[src/rtl/jt10_adpcmb_enc.sv]
// rtl/jt10_adpcmb_enc.sv - ADPCM-B (delta-T) encoder and sequential memory writer
// Optional macro JT10_ADPCMB_ENC_FLUSH_EN: stop writes a pending high nibble as {high,4'h0}.
module jt10_adpcmb_enc (
    input  logic        i_clk,
    input  logic        i_rst_n,
    input  logic        i_cen,
    input  logic        i_start,
    input  logic        i_stop,
    input  logic [15:0] i_astart,
    input  logic [15:0] i_aend,
    input  logic [15:0] i_pcm_in,
    input  logic        i_pcm_valid,
    output logic        o_pcm_ready,
    output logic [23:0] o_addr,
    output logic [7:0]  o_wdata,
    output logic        o_mem_we,
    input  logic        i_mem_ack,
    output logic        o_busy,
    output logic        o_flag,
    input  logic        i_clr_flag
);

    localparam logic [2:0] S_IDLE = 3'd0;
    localparam logic [2:0] S_WAIT = 3'd1;
    localparam logic [2:0] S_Q2   = 3'd2;
    localparam logic [2:0] S_Q1   = 3'd3;
    localparam logic [2:0] S_Q0   = 3'd4;
    localparam logic [2:0] S_UPD  = 3'd5;
    localparam logic [2:0] S_WR   = 3'd6;

    logic [2:0]  r_state;
    logic [23:0] r_addr;
    logic [15:0] r_aend;
    logic [7:0]  r_wdata;
    logic        r_flag;
    logic [15:0] r_pred;
    logic [14:0] r_step;
    logic        r_sign;
    logic [18:0] r_rem;
    logic [2:0]  r_m;
    logic [3:0]  r_hi;
    logic        r_have_hi;
    logic        r_upd_ph;
    logic [15:0] r_dq;
    logic [14:0] r_step_nxt;
    logic        r_stop_pend;
    logic        r_flush;

    logic [16:0] w_diff;
    logic [16:0] w_dn;
    logic [18:0] w_cmp;
    logic        w_ge;
    logic [7:0]  w_t;
    logic [18:0] w_dq_full;
    logic [15:0] w_dq;
    logic [22:0] w_step_prod;
    logic [16:0] w_step_sh;
    logic [14:0] w_step_new;
    logic [17:0] w_sum;
    logic [15:0] w_pred_sat;
    logic [3:0]  w_nib;
    logic        w_at_end;
    logic        w_start_ok;
    logic        w_abort;

    assign w_diff = {i_pcm_in[15], i_pcm_in} - {r_pred[15], r_pred};
    assign w_dn   = w_diff[16] ? (17'd0 - w_diff) : w_diff;

    // Successive approximation runs at 4x scale so step/2 and step/4 stay exact.
    always_comb begin
        w_cmp = {4'b0000, r_step};
        case (r_state)
            S_Q2:    w_cmp = {2'b00, r_step, 2'b00};
            S_Q1:    w_cmp = {3'b000, r_step, 1'b0};
            default: w_cmp = {4'b0000, r_step};
        endcase
    end
    assign w_ge = (r_rem >= w_cmp);

    always_comb begin
        w_t = 8'd57;
        case (r_m)
            3'd4:    w_t = 8'd77;
            3'd5:    w_t = 8'd102;
            3'd6:    w_t = 8'd128;
            3'd7:    w_t = 8'd153;
            default: w_t = 8'd57;
        endcase
    end

    assign w_dq_full   = 19'({r_m, 1'b1}) * 19'(r_step);
    assign w_dq        = 16'(w_dq_full >> 3);
    assign w_step_prod = 23'(r_step) * 23'(w_t);
    assign w_step_sh   = 17'(w_step_prod >> 6);

    always_comb begin
        w_step_new = w_step_sh[14:0];
        if (w_step_sh < 17'd127)
            w_step_new = 15'd127;
        else if (w_step_sh > 17'd24576)
            w_step_new = 15'd24576;
    end

    assign w_sum = r_sign ? ({{2{r_pred[15]}}, r_pred} - {2'b00, r_dq})
                          : ({{2{r_pred[15]}}, r_pred} + {2'b00, r_dq});

    always_comb begin
        w_pred_sat = w_sum[15:0];
        if (w_sum[17:15] != 3'b000 && w_sum[17:15] != 3'b111)
            w_pred_sat = w_sum[17] ? 16'h8000 : 16'h7FFF;
    end

    assign w_nib      = {r_sign, r_m};
    assign w_at_end   = (r_addr == {r_aend, 8'hFF});
    assign w_start_ok = i_start && (i_aend >= i_astart);
    assign w_abort    = i_stop && (r_state != S_IDLE) && (r_state != S_WR);

    always_ff @(posedge i_clk or negedge i_rst_n) begin
        if (!i_rst_n) begin
            r_state     <= S_IDLE;
            r_addr      <= 24'd0;
            r_aend      <= 16'd0;
            r_wdata     <= 8'd0;
            r_flag      <= 1'b0;
            r_pred      <= 16'd0;
            r_step      <= 15'd127;
            r_sign      <= 1'b0;
            r_rem       <= 19'd0;
            r_m         <= 3'd0;
            r_hi        <= 4'd0;
            r_have_hi   <= 1'b0;
            r_upd_ph    <= 1'b0;
            r_dq        <= 16'd0;
            r_step_nxt  <= 15'd127;
            r_stop_pend <= 1'b0;
            r_flush     <= 1'b0;
        end else if (i_cen) begin
            if (i_clr_flag)
                r_flag <= 1'b0;
            if (w_start_ok) begin
                r_state     <= S_WAIT;
                r_addr      <= {i_astart, 8'h00};
                r_aend      <= i_aend;
                r_pred      <= 16'd0;
                r_step      <= 15'd127;
                r_have_hi   <= 1'b0;
                r_upd_ph    <= 1'b0;
                r_stop_pend <= 1'b0;
                r_flush     <= 1'b0;
            end else if (w_abort) begin
                r_upd_ph  <= 1'b0;
                r_have_hi <= 1'b0;
`ifdef JT10_ADPCMB_ENC_FLUSH_EN
                if (r_have_hi) begin
                    r_wdata <= {r_hi, 4'h0};
                    r_flush <= 1'b1;
                    r_state <= S_WR;
                end else begin
                    r_state <= S_IDLE;
                end
`else
                r_state <= S_IDLE;
`endif
            end else begin
                case (r_state)
                    S_WAIT: begin
                        if (i_pcm_valid) begin
                            r_sign  <= w_diff[16];
                            r_rem   <= {w_dn, 2'b00};
                            r_m     <= 3'd0;
                            r_state <= S_Q2;
                        end
                    end
                    S_Q2, S_Q1, S_Q0: begin
                        r_m <= {r_m[1:0], w_ge};
                        if (w_ge)
                            r_rem <= r_rem - w_cmp;
                        r_state <= (r_state == S_Q2) ? S_Q1 :
                                   (r_state == S_Q1) ? S_Q0 : S_UPD;
                    end
                    S_UPD: begin
                        // Two beats: register the products, then apply and pack.
                        if (!r_upd_ph) begin
                            r_dq       <= w_dq;
                            r_step_nxt <= w_step_new;
                            r_upd_ph   <= 1'b1;
                        end else begin
                            r_upd_ph <= 1'b0;
                            r_pred   <= w_pred_sat;
                            r_step   <= r_step_nxt;
                            if (!r_have_hi) begin
                                r_hi      <= w_nib;
                                r_have_hi <= 1'b1;
                                r_state   <= S_WAIT;
                            end else begin
                                r_wdata   <= {r_hi, w_nib};
                                r_have_hi <= 1'b0;
                                r_state   <= S_WR;
                            end
                        end
                    end
                    S_WR: begin
                        if (i_stop)
                            r_stop_pend <= 1'b1;
                        if (i_mem_ack) begin
                            r_stop_pend <= 1'b0;
                            if (r_flush) begin
                                r_flush <= 1'b0;
                                r_state <= S_IDLE;
                            end else if (w_at_end) begin
                                r_flag  <= 1'b1;
                                r_state <= S_IDLE;
                            end else begin
                                r_addr  <= r_addr + 24'd1;
                                r_state <= (r_stop_pend || i_stop) ? S_IDLE : S_WAIT;
                            end
                        end
                    end
                    default: r_state <= S_IDLE;
                endcase
            end
        end
    end

    assign o_pcm_ready = (r_state == S_WAIT);
    assign o_mem_we    = (r_state == S_WR);
    assign o_busy      = (r_state != S_IDLE);
    assign o_addr      = r_addr;
    assign o_wdata     = r_wdata;
    assign o_flag      = r_flag;

endmodule
[config.mk]
export PLATFORM = sky130hd
export DESIGN_NAME = jt10_adpcmb_enc
export DESIGN_NICKNAME = d
export VERILOG_FILES = /design/src/rtl/jt10_adpcmb_enc.sv
export SDC_FILE = /design/constraint.sdc
export NUM_CORES = 1
export LEC_CHECK = 0
export CAP_MARGIN = 10
export CORE_ASPECT_RATIO = 0.75
export CORE_MARGIN = 4
export CORE_UTILIZATION = 50
export CTS_BUF_LIST = sky130_fd_sc_hd__clkbuf_8
export CTS_CLUSTER_DIAMETER = 60
export DETAILED_ROUTE_END_ITERATION = 8
export PLACE_DENSITY = 0.69
export SYNTH_ARGS = -nofsm -noshare
export SYNTH_HDL_FRONTEND = slang
export SYNTH_SLANG_ARGS = --single-unit
[constraint.sdc]
create_clock -name i_clk -period 14.9 [get_ports i_clk]
set_input_delay 2.235 -clock i_clk [delete_from_list [all_inputs] [get_ports i_clk]]
set_output_delay 2.235 -clock i_clk [all_outputs]
set_load 0.01 [all_outputs]
==> flow_results.org <==
** Outcome
- The run finished with clean final reports.

** CTS
- Once the clock tree was built, the resizer swapped 0 gates to a different size.
- Number of hold buffers added after cts :: 0
- The root buffer cell chosen for the clock tree is sky130_fd_sc_hd__clkbuf_8.
- CTS buffer count :: 17
- CTS tree :: yes
- The clock passes through at most 2 buffers.
- In this run the post-CTS setup repair buffer count came out at 0.
- CTS built an H-tree with a depth of 4.
- Clock-pin slew was measured on the worst setup and hold paths at 100 ps.
- Source-to-sink clock delay at the later pin of the worst-skew pair :: 500 ps
- Total clock sinks :: 144

** Floorplan
- Pin placement for this block handled 92 I/O pins.
- Starting Density :: 51.3%
- The core region is 30500 µm².
- Die area :: 34200 µm²
- Number of cell rows :: 55
- Measured along the x axis, the die boundary spans 212 µm.
- Measured along the y axis, the die boundary spans 161 µm.

** Min path
- The min-delay analysis places its worst path in the category flip-flop to flip-flop.
- The startpoint identified for the worst hold timing path is r_rem[0]$_DFFE_PN0P_.
- Cell depth of the worst min-delay path :: 2
- End point of the most critical hold path :: r_rem[0]$_DFFE_PN0P_

** STA
- Measured against its own limit, the worst slew margin works out to 18.9%.
- At the pin with the least slew margin, the transition time is 1210 ps.
- Between clock sinks in the finished design, the worst skew comes to 19.2 ps.
- Endpoints failing hold :: 0
- Max Clock Freq :: 0.137 GHz
- Setup repair after global routing left no endpoint under its margin.
- Setup violations remaining at the end of the flow were counted as 0.
- The number of pins with negative max-slew slack in the final report was 0.
- Clock period minus worst slack :: 7300 ps
- Worst-case hold slack :: 485 ps
- Setup total negative slack on the finished layout was measured at 0 ps.
- Of the available clock period, the critical path in the final layout requires 49.0%.

** Setup path
- Nature of the critical path startpoint :: flip-flop
- Reg-to-reg critical path endpoint :: r_step_nxt[12]$_DFFE_PN0P_
- At the worst endpoint, the arrival time is 7690 ps.
- In this run the worst path has a maximum fanout of 29.
- WS Path Type :: flip-flop to flip-flop
- The slowest stage of the critical path is the sky130_fd_sc_hd__dfrtp_1 cell.
- In this run the critical register-to-register path is launched from r_m[1]$_DFFE_PN0P_.
- For this run, the slowest stage of the critical path takes 740 ps.
- Setup slack on the worst reg-to-reg path comes out at 7600 ps.
- The signal on the critical path passes through buf_4 -> xor2_1 -> nand2_1 -> and2_1 -> fa_1 -> inv_1 -> fa_1 -> inv_1 -> fa_1 -> inv_1 -> fa_1 -> inv_1 -> ha_1 -> o21ai_2 -> o21ai_4 -> nand3_4 -> a211oi_4 -> nor4_1 -> a211oi_1 -> nand2b_1 -> o41ai_4 -> nor2_2 -> a22o_1.
- Critical path data required time :: 15290 ps
- The number of cells on the worst reg-to-reg path is 23.
- Crit. End Element :: flip-flop

** Synth
- Share of async-settable or async-resettable flops after synthesis :: 100%
- The synthesized design contains 0 enable-type register cells.
- Summing the sequential cell areas from Yosys gives 23.1% of the chip area.
- Flip-flop and latch count after synthesis :: 144
- Synthesized netlist net count :: 2104
- The number of different library cells used by synthesis comes to 90.
- In the synthesized netlist, the number of instances is 1812.
- Primary flip-flop cell chosen by synthesis mapping :: sky130_fd_sc_hd__dfrtp_1
- The Yosys step of the flow raised 0 warnings.
- Post-Syn Area :: 15600 µm²
- Syn avg cell area :: 8.63 µm²

** Power
- In this run the power spent charging and discharging nets is 2160 µW.
- Dividing total power by cell area gives a power density of 241 nW/µm².
- Worst IR Drop VDD :: 0.000448 V
- For this design the static power due to leakage is 0.00810 µW.
- In this run, flip-flops and latches consume 14.5% of the power.
- Portion of total power attributed to combinational logic :: 76.7%
- The clock network is responsible for 8.8% of the overall power.
- Internal Power :: 2010 µW
- Switching part of the total :: 51.8%

** Drt
- After detailed routing, the number of vias per cell comes to 5.80.
- The pre-antenna-repair detailed-routing pass consisted of 5 iterations.
- Summed over all layers, the routed wires come to 40100 µm.
- Vias :: 13147
- For this block, the initial DRC count from the detailed router was 790.
- After detailed routing, the number of remaining DRC violations is 0.
- Post-DRT Antenna Nets :: 0
- WL per Instance :: 17.7 µm

** Placed design
- Placer Congestion :: 0.912
- Input and output buffers added on the ports amount to 91.
- Once detailed placement completed, the half-perimeter wirelength came to 30800 µm.

** GRT
- Met3 Use GR :: 5.42%
- Initial antenna violation count :: 1
- The total overflow left after global routing is 0.
- Global router's overall resource usage :: 23.8%
- Global routing used 35.1% of the available met2 tracks.
- Grt peak-use layer :: met1
- Entering global routing, the biggest net connects 74 pins.
- Wire length of the first global-routing pass :: 66200 µm
- Global routing used 35.8% of the available met1 tracks.
- The via count of the first global-routing pass is 12795.

** Layout
- Layout-stage area growth over the synthesis result :: 10.5%
- The net count of the finished layout is 2146.
- In the final layout, the share of cells above drive strength 1 is 7.12%.
- Number of diodes :: 0

** Job
- Across the run, the number of max-cap violations was 0.
[worst max-delay path by stage]
stage,start,endpoint
after floorplan,r_m[2]$_DFFE_PN0P_,r_step_nxt[12]$_DFFE_PN0P_
after global placement,r_m[1]$_DFFE_PN0P_,r_step_nxt[12]$_DFFE_PN0P_
after detailed placement,r_m[1]$_DFFE_PN0P_,r_step_nxt[12]$_DFFE_PN0P_
after CTS,r_m[1]$_DFFE_PN0P_,r_step_nxt[7]$_DFFE_PN0P_
after global routing,r_m[1]$_DFFE_PN0P_,r_step_nxt[7]$_DFFE_PN0P_
final,r_m[1]$_DFFE_PN0P_,r_step_nxt[12]$_DFFE_PN0P_
[per-stage QoR]
stage / cells / utilization [%] / setup WS (ps) / instance area, µm² / total power [µW]
after floorplan: 1812 / - / 8850 / 15600 / 3150
final: 2266 / 56.7 / 7600 / 17300 / 4170
after detailed placement: 2234 / 55.2 / 7710 / 16800 / 3780
after global placement: 2234 / 55.2 / 7950 / 16800 / 3700
after CTS: 2266 / 56.7 / 7700 / 17300 / 4170
after global routing: 2266 / 56.7 / 7180 / 17300 / 4660
[logic make-up after synthesis]
family,Yosys count,share of synthesized area [%]
and+or+nand+nor,562,17.8
AOI/OAI and AO/OA,419,18.4
buffers and inverters,288,7.07
adders and majority gates,236,23.9
DFF,144,23.1
xor gates and xnor gates,114,6.38
muxes,49,3.40
[layer usage]
layer,share of wire [%],routed length (µm)
met5,0.032,13
met4,1.7,678
met3,6.8,2720
met2,43,17100
met1,49,19500
[sequential cells by signal, indices dropped and copies added (netlist names)]
name,cells
r_dq,16
r_aend,16
r_sign,1
r_stop_pend,1
r_step,15
r_upd_ph,1
r_pred,16
r_state,3
o_wdata,8
r_step_nxt,15
r_rem,19
r_m,3
o_flag,1
r_hi,4
o_addr,24
r_have_hi,1
[placed cells by master, fill, tap and decap left out, drive strengths merged, types with 7 or more instances in the layout]
| master | Yosys | final |
|---|---|---|
| mux2 | 33 | 33 |
| mux2i | 16 | 16 |
| nand2b | 18 | 18 |
| o21ai | 100 | 100 |
| inv | 204 | 209 |
| o22a | 18 | 18 |
| dfstp | 14 | 14 |
| buf | 12 | 17 |
| nand2 | 154 | 154 |
| a31oi | 18 | 18 |
| o21bai | 9 | 9 |
| a211oi | 12 | 12 |
| nor2 | 146 | 146 |
| xor2 | 48 | 48 |
| nand4 | 14 | 14 |
| nor3 | 36 | 36 |
| dfrtp | 130 | 130 |
| and2 | 42 | 42 |
| ha | 132 | 132 |
| fa | 104 | 104 |
| a221o | 13 | 13 |
| nor4 | 19 | 19 |
| o31ai | 7 | 7 |
| a22o | 17 | 17 |
| a21o | 27 | 27 |
| nor2b | 32 | 32 |
| nor3b | 7 | 7 |
| or3 | 12 | 12 |
| xnor2 | 66 | 66 |
| and3 | 28 | 28 |
| nand3 | 35 | 35 |
| a21oi | 119 | 119 |
| clkdlybuf4s50 | 0 | 90 |
| o21a | 19 | 19 |
| clkbuf | 72 | 18 |
[power groups by stage]
stage	Combinational (µW)	Sequential, µW	Clock, µW
6_report	3200	604	368
4_1_cts	3200	601	375
3_3_place_gp	3090	605	0
5_1_grt	3650	617	393
3_5_place_dp	3170	608	0
2_1_floorplan	2580	564	0
[cell usage after synthesis (4+ instances only)]
cell type	n	area share, %
sky130_fd_sc_hd__buf_1	4	0.096
sky130_fd_sc_hd__buf_2	4	0.13
sky130_fd_sc_hd__fa_1	104	13
sky130_fd_sc_hd__nand2_1	154	3.7
sky130_fd_sc_hd__mux2i_1	16	1.0
sky130_fd_sc_hd__o31a_1	6	0.34
sky130_fd_sc_hd__o41ai_1	4	0.22
sky130_fd_sc_hd__a21o_1	27	1.3
sky130_fd_sc_hd__and2_1	42	1.7
sky130_fd_sc_hd__o21ai_0	89	2.8
sky130_fd_sc_hd__mux2_2	33	2.4
sky130_fd_sc_hd__o2111ai_1	4	0.22
sky130_fd_sc_hd__nor2b_1	32	1.3
sky130_fd_sc_hd__dfrtp_1	130	21
sky130_fd_sc_hd__and3_1	28	1.1
sky130_fd_sc_hd__or2_2	5	0.20
sky130_fd_sc_hd__nand3b_1	5	0.24
sky130_fd_sc_hd__o31ai_1	6	0.29
sky130_fd_sc_hd__dfstp_2	14	2.4
sky130_fd_sc_hd__nand4_1	14	0.56
sky130_fd_sc_hd__nand3_1	34	1.1
sky130_fd_sc_hd__nor4_1	17	0.68
sky130_fd_sc_hd__o211ai_1	5	0.24
sky130_fd_sc_hd__ha_1	132	11
sky130_fd_sc_hd__nor3_1	35	1.1
sky130_fd_sc_hd__a31oi_1	18	0.72
sky130_fd_sc_hd__clkbuf_1	71	1.7
sky130_fd_sc_hd__o21ai_1	7	0.22
sky130_fd_sc_hd__a21oi_1	117	3.7
sky130_fd_sc_hd__nand2b_1	17	0.68
sky130_fd_sc_hd__xor2_1	48	2.7
sky130_fd_sc_hd__a22o_1	17	0.95
sky130_fd_sc_hd__nor3b_1	6	0.29
sky130_fd_sc_hd__xnor2_1	66	3.7
sky130_fd_sc_hd__o22a_1	18	1.0
sky130_fd_sc_hd__o21a_1	19	0.91
sky130_fd_sc_hd__o22ai_1	4	0.16
sky130_fd_sc_hd__or3_1	12	0.48
sky130_fd_sc_hd__a211oi_1	7	0.34
sky130_fd_sc_hd__inv_1	204	4.9
sky130_fd_sc_hd__o21bai_1	9	0.43
sky130_fd_sc_hd__nor2_1	143	3.4
sky130_fd_sc_hd__a221o_1	13	0.83
[area by class of cell]
cell class                 count  area (µm²)
tap                          399         499
multi-input combinational   1380       10900
timing repair buffer         107        1030
fill                        2741       13200
clock inverter                14         204
sequential                   144        3620
clock buffer                  18         248
inverter                     204         766
[critical path, delay by kind of cell (launching register included)]
kind | cells | cell delay [ps]
flip-flops | 1 | 740
XOR/XNOR | 1 | 220
AO/OA/AOI/OAI | 6 | 1960
buffers and inverters | 5 | 580
adder cells (fa/ha/maj) | 5 | 2410
AND/OR/NAND/NOR | 6 | 1240
(Power assumes the default switching activity.)
